==> src/rtl/dac_audio_out_if.sv <==
// Signal bundle between the DAC-word source and the audio output stage.
// The master drives the DAC word and controls; the slave returns PCM samples.
interface dac_audio_out_if;
  logic [13:0] DAC;
  logic        DACWRL;
  logic        MUTE;
  logic [1:0]  VOL;
  logic [15:0] AUDIO;
  logic        SAMPLE_STB;
  logic        ACTIVE;

  modport master (
    output DAC,
    output DACWRL,
    output MUTE,
    output VOL,
    input  AUDIO,
    input  SAMPLE_STB,
    input  ACTIVE
  );

  modport slave (
    input  DAC,
    input  DACWRL,
    input  MUTE,
    input  VOL,
    output AUDIO,
    output SAMPLE_STB,
    output ACTIVE
  );
endinterface

==> src/rtl/dac_audio_out.sv <==
// Converts the latched offset-binary DAC word into a filtered, fixed-rate
// signed 16-bit PCM stream with mute, idle fade and volume shift.
module dac_audio_out #(
  parameter int unsigned CLK_HZ       = 25000000,
  parameter int unsigned OUT_HZ       = 48000,
  parameter int unsigned FILT_SHIFT   = 4,
  parameter int unsigned IDLE_SAMPLES = 4096
) (
  input  logic             MasterClock,
  input  logic             RESET,
  dac_audio_out_if.slave   bus
);

  localparam int unsigned YW = 16 + FILT_SHIFT;
  localparam int unsigned CW = $clog2(IDLE_SAMPLES + 1);

  typedef enum logic {
    ST_IDLE = 1'b0,
    ST_RUN  = 1'b1
  } state_t;

  state_t               state_q,    state_d;
  logic [31:0]          acc_q,      acc_d;
  logic signed [YW-1:0] y_q,        y_d;
  logic [CW-1:0]        idle_cnt_q, idle_cnt_d;
  logic                 wrl_prev_q, wrl_prev_d;
  logic [15:0]          audio_q,    audio_d;
  logic                 stb_q,      stb_d;
  logic                 active_q,   active_d;

  logic                 wr;
  logic                 stb;
  logic [32:0]          acc_sum;
  logic [32:0]          acc_wrap;
  logic signed [15:0]   x;
  logic signed [15:0]   tgt;
  logic signed [YW:0]   y_ext;
  logic signed [YW:0]   tgt_ext;
  logic signed [YW:0]   y_sum;
  logic signed [YW-1:0] y_new;
  logic signed [15:0]   o;
  logic signed [15:0]   o_att;

  always_comb begin
    wr         = wrl_prev_q & ~bus.DACWRL;
    wrl_prev_d = bus.DACWRL;

    // Fractional rate generator: the remainder is carried, so no long-term drift.
    acc_sum  = {1'b0, acc_q} + 33'(OUT_HZ);
    acc_wrap = acc_sum - 33'(CLK_HZ);
    stb      = (acc_sum >= 33'(CLK_HZ));
    acc_d    = stb ? acc_wrap[31:0] : acc_sum[31:0];

    x   = {~bus.DAC[13], bus.DAC[12:0], 2'b00};
    tgt = (bus.MUTE || (state_q == ST_IDLE && !wr)) ? 16'sd0 : x;

    y_ext   = {y_q[YW-1], y_q};
    tgt_ext = {{(YW + 1 - 16){tgt[15]}}, tgt};
    y_sum   = y_ext + tgt_ext - (y_ext >>> FILT_SHIFT);
    // Unreachable for legal FILT_SHIFT; clamps rather than wraps if it ever happened.
    if (y_sum[YW] != y_sum[YW-1]) begin
      y_new = {y_sum[YW], {(YW - 1){~y_sum[YW]}}};
    end else begin
      y_new = y_sum[YW-1:0];
    end

    o     = y_new[YW-1:FILT_SHIFT];
    o_att = o >>> bus.VOL;

    y_d     = stb ? y_new : y_q;
    audio_d = stb ? o_att : audio_q;
    stb_d   = stb;

    // A write outranks a coincident strobe for the idle counter.
    state_d    = state_q;
    idle_cnt_d = idle_cnt_q;
    if (wr) begin
      state_d    = ST_RUN;
      idle_cnt_d = '0;
    end else if (stb && state_q == ST_RUN) begin
      idle_cnt_d = idle_cnt_q + CW'(1);
      if (idle_cnt_d == CW'(IDLE_SAMPLES)) begin
        state_d = ST_IDLE;
      end
    end
    active_d = (state_d == ST_RUN);
  end

  always_ff @(posedge MasterClock) begin
    if (RESET) begin
      state_q    <= ST_IDLE;
      acc_q      <= '0;
      y_q        <= '0;
      idle_cnt_q <= '0;
      wrl_prev_q <= 1'b1;
      audio_q    <= '0;
      stb_q      <= 1'b0;
      active_q   <= 1'b0;
    end else begin
      state_q    <= state_d;
      acc_q      <= acc_d;
      y_q        <= y_d;
      idle_cnt_q <= idle_cnt_d;
      wrl_prev_q <= wrl_prev_d;
      audio_q    <= audio_d;
      stb_q      <= stb_d;
      active_q   <= active_d;
    end
  end

  assign bus.AUDIO      = audio_q;
  assign bus.SAMPLE_STB = stb_q;
  assign bus.ACTIVE     = active_q;

endmodule
==> src/flat_wrapper.sv <==
// flat-port wrapper written by rule: the top's interface ports become plain ports
module dac_audio_out_flat 
#(
  parameter int unsigned CLK_HZ       = 25000000,
  parameter int unsigned OUT_HZ       = 48000,
  parameter int unsigned FILT_SHIFT   = 4,
  parameter int unsigned IDLE_SAMPLES = 4096
)
  (MasterClock, RESET, bus_DAC, bus_DACWRL, bus_MUTE, bus_VOL, bus_AUDIO, bus_SAMPLE_STB, bus_ACTIVE);
  dac_audio_out_if bus_i ();
  input  logic MasterClock;
  input  logic RESET;
  input wire logic [$bits(bus_i.DAC)-1:0] bus_DAC;
  input wire logic [$bits(bus_i.DACWRL)-1:0] bus_DACWRL;
  input wire logic [$bits(bus_i.MUTE)-1:0] bus_MUTE;
  input wire logic [$bits(bus_i.VOL)-1:0] bus_VOL;
  output wire logic [$bits(bus_i.AUDIO)-1:0] bus_AUDIO;
  output wire logic [$bits(bus_i.SAMPLE_STB)-1:0] bus_SAMPLE_STB;
  output wire logic [$bits(bus_i.ACTIVE)-1:0] bus_ACTIVE;
  assign bus_i.DAC = bus_DAC;
  assign bus_i.DACWRL = bus_DACWRL;
  assign bus_i.MUTE = bus_MUTE;
  assign bus_i.VOL = bus_VOL;
  assign bus_AUDIO = bus_i.AUDIO;
  assign bus_SAMPLE_STB = bus_i.SAMPLE_STB;
  assign bus_ACTIVE = bus_i.ACTIVE;
  dac_audio_out #(.CLK_HZ(CLK_HZ), .OUT_HZ(OUT_HZ), .FILT_SHIFT(FILT_SHIFT), .IDLE_SAMPLES(IDLE_SAMPLES)) u_core (.MasterClock(MasterClock), .RESET(RESET), .bus(bus_i));
endmodule
==> config.mk <==
export PLATFORM = sky130hd
export DESIGN_NAME = dac_audio_out_flat
export DESIGN_NICKNAME = d
export VERILOG_FILES = /design/src/rtl/dac_audio_out_if.sv /design/src/rtl/dac_audio_out.sv /design/src/flat_wrapper.sv
export SDC_FILE = /design/constraint.sdc
export NUM_CORES = 1
export LEC_CHECK = 0
export ABC_AREA = 1
export BUFFER_PORTS_ARGS = -buffer_cell sky130_fd_sc_hd__buf_2
export CORE_UTILIZATION = 58
export CTS_BUF_LIST = sky130_fd_sc_hd__clkbuf_8
export DETAILED_ROUTE_END_ITERATION = 8
export PLACE_DENSITY = 0.86
export SLEW_MARGIN = 20
export SYNTH_ARGS = -nofsm -noshare
export SYNTH_HDL_FRONTEND = slang
export SYNTH_SLANG_ARGS = --single-unit
==> constraint.sdc <==
create_clock -name MasterClock -period 4.25 [get_ports MasterClock]
set_input_delay 1.0625 -clock MasterClock [delete_from_list [all_inputs] [get_ports MasterClock]]
set_output_delay 1.0625 -clock MasterClock [all_outputs]
set_load 0.05 [all_outputs]
==> run metrics <==
Longest Clk Path Bufs=2; Max Cap Viol=0; CP max stage delay=roughly 0.48 ns; largest net degree at the start of global routing=53; die area=around 12000 um2; total gr overflow=0; WS Path Type=input port to flip-flop; Post-synth top flop=dfxtp_1; # clock sinks=77; TritonCTS clock tree=built; Max Fclk=between 200 and 250 MHz; top cells by area, synth=dfxtp_1, nand2_1, nand3_1; DP Worst Slack=-0.291 ns; Root Buffer=clkbuf_8; failing checks=design-rule violations; GRT Overall Usage=0.304; status=complete, but fails checks; DIE HEIGHT=112 um; DR WL/cell=about 14 um; Syn. warnings=0; Slew Viols, Final=0; Clk Latency, worst-skew pair=approximately 0.39 ns; initial antenna violation count=1; via count=7627; top cells by count, synth=nand2_1, nor2_1, nand3_1; endpoint type of the worst setup path=flip-flop; sequential-to-total area share from yosys stat=0.221; Synth top area share=0.221; cell count after synthesis=~1200; most frequent CP cell=nand2_1; unrepaired setup endpoints after global routing=yes; most numerous cell in the Yosys netlist=nand2_1; Crit-path slowest cell=fa_1; final wirelength=~19000 um; vias in the first global route=approximately 6800; Die X=between 100 and 150 um; drt pass-1 iters=7; crit path time final=roughly 4 ns; Worst Hold Class=flip-flop to flip-flop; CP startpoint kind=input port; final setup margin=a little under 0.2 ns; Mapped Nets=1218; Ant. Diodes=0; # H-tree levels=3; Initial Util=0.602; Tightest Pin Transition=0.541 ns; final period utilization=0.953; average size of a mapped cell=roughly 6.1 um2; DP HPWL=about 14000 um; number of synthesized flops with an enable pin=0; Synth Register Bits=77; DRC violations left=2; number of fill cells=about 940; met1 usage=0.411; Final Setup Violations=0; layer with the highest usage=met2; GP Congestion=0.923; vias per cell=5.44; Cell variety after synth=39; num ports=38; Inserted Clock Buffers=9; core box area=between 10000 and 15000 um2; Final Hold Fails=0; Initial DRC Count=830; met2 usage=0.493; share of cells above drive strength 1=0.180; WP data required=about 4.6 ns; critical path fanouts, max=6; first-pass GRT wire length=between 30000 and 40000 um; post-route ant nets=0; Clock transition at path regs=approximately 0.09 ns; Slew headroom=0.639; Synth area leader=dfxtp_1; Layout area overhead=18.7%; Global Route met3 Usage=0.0479; final core occ=0.715; Worst Path Arrival=4.38 ns; # nets final=approximately 1300; Post-Synthesis Cell Area=~7000 um2; Post-CTS Hold Fix Bufs=0; Layout Skew=0.0170 ns; FFs w/ async S/R, synth=0; Buffers on Ports=37; Core Rows=39
-- worst max-delay path: cells and delay by family --
| kind | cells | cell delay, ns |
|---|---|---|
| adder cells (fa/ha/maj) | 2 | 0.78 |
| AND/OR/NAND/NOR | 15 | 1.49 |
| buffers and inverters | 8 | 0.90 |
| AO/OA/AOI/OAI | 1 | 0.13 |
-- path summary, 6_finish.rpt --
kind	from	to	slack [ns]	depth (start not counted)
hold / removal	u_core.y_q[0]	u_core.y_q[0]	0.46	2
hold reg to reg	u_core.y_q[0]	u_core.y_q[0]	0.46	2
setup reg to reg	u_core.state_q	u_core.bus.AUDIO[7]	0.69	24
setup / recovery	bus_DACWRL	u_core.bus.AUDIO[7]	0.20	26
-- sequential cells by signal, summed over array words and instances, names as in the netlist --
register / flops
u_core.acc_q: 26
u_core.y_q: 19
u_core.bus.AUDIO: 16
u_core.idle_cnt_q: 13
u_core.bus.SAMPLE_STB: 1
u_core.state_q: 1
u_core.wrl_prev_q: 1
-- routing by layer --
metal | part of all wire | wire length (um) | vias to the layer above
met4 | 0.022 | 427 | 2
met1 | 0.44 | 8450 | 3419
met3 | 0.076 | 1450 | 43
li1 | - | - | 3849
met5 | 0.00068 | 13 | -
met2 | 0.46 | 8650 | 314
-- layout by cell type (no fill, tap or decap), drive strengths merged --
cell and count:
nor3 9, nor4 1, xnor2 8, nor2 176
o21ai 57, nand3 151, nor3b 1, clkinv 3
nand4 9, nand2 335, a31oi 2, inv 146
and2 1, a211oi 1, a21boi 1, fa 18
o21a 1, dfxtp 77, a21o 5, clkbuf 11
nand3b 10, a21oi 52, ha 29, and3 1
buf 124, xor2 26, bufinv 1, o21bai 2
-- kinds of logic (layout without fill, tap and decap cells) --
kind of cell             count (synthesis)  after routing  synth area share
AO/OA/AOI/OAI                          121            121            0.0909
XOR/XNOR                                34             34            0.0438
adder cells (fa/ha/maj)                 47             47             0.104
buffers and inverters                  179            285             0.106
flip-flops                              77             77             0.221
AND/OR/NAND/NOR                        693            694             0.434
-- cell type report --
cell class	count	area [um2]	share of cell area
Clock buffer	9	124	0.0150
Clock inverter	7	73.8	0.00892
Inverter	143	537	0.0649
Multi-Input combinational cell	896	4890	0.591
Sequential cell	77	1540	0.186
Tap cell	143	179	0.0216
Timing Repair Buffer	126	926	0.112
-- timing repair --
item / CTS / global route
endpoints found under the setup margin: 0 / 32
buffers inserted: 0 / 2
resized for setup: 0 / 42
-- per-stage QoR --
| stage | std cells | setup TNS, ns | hold slack, ns | area [um2] |
|---|---|---|---|---|
| floorplan | 1151 | 0 | 0.436 | 6970 |
| global placement | 1380 | -4.93 | 0.450 | 7800 |
| detailed placement | 1380 | -6.41 | 0.454 | 7800 |
| CTS | 1396 | 0 | 0.465 | 8000 |
| global route | 1401 | -0.177 | 0.500 | 8270 |
| finish | 1401 | 0 | 0.463 | 8270 |
Power is not shown: default switching activity piles up to over one toggle a cycle in this logic, so the estimate is an artifact.
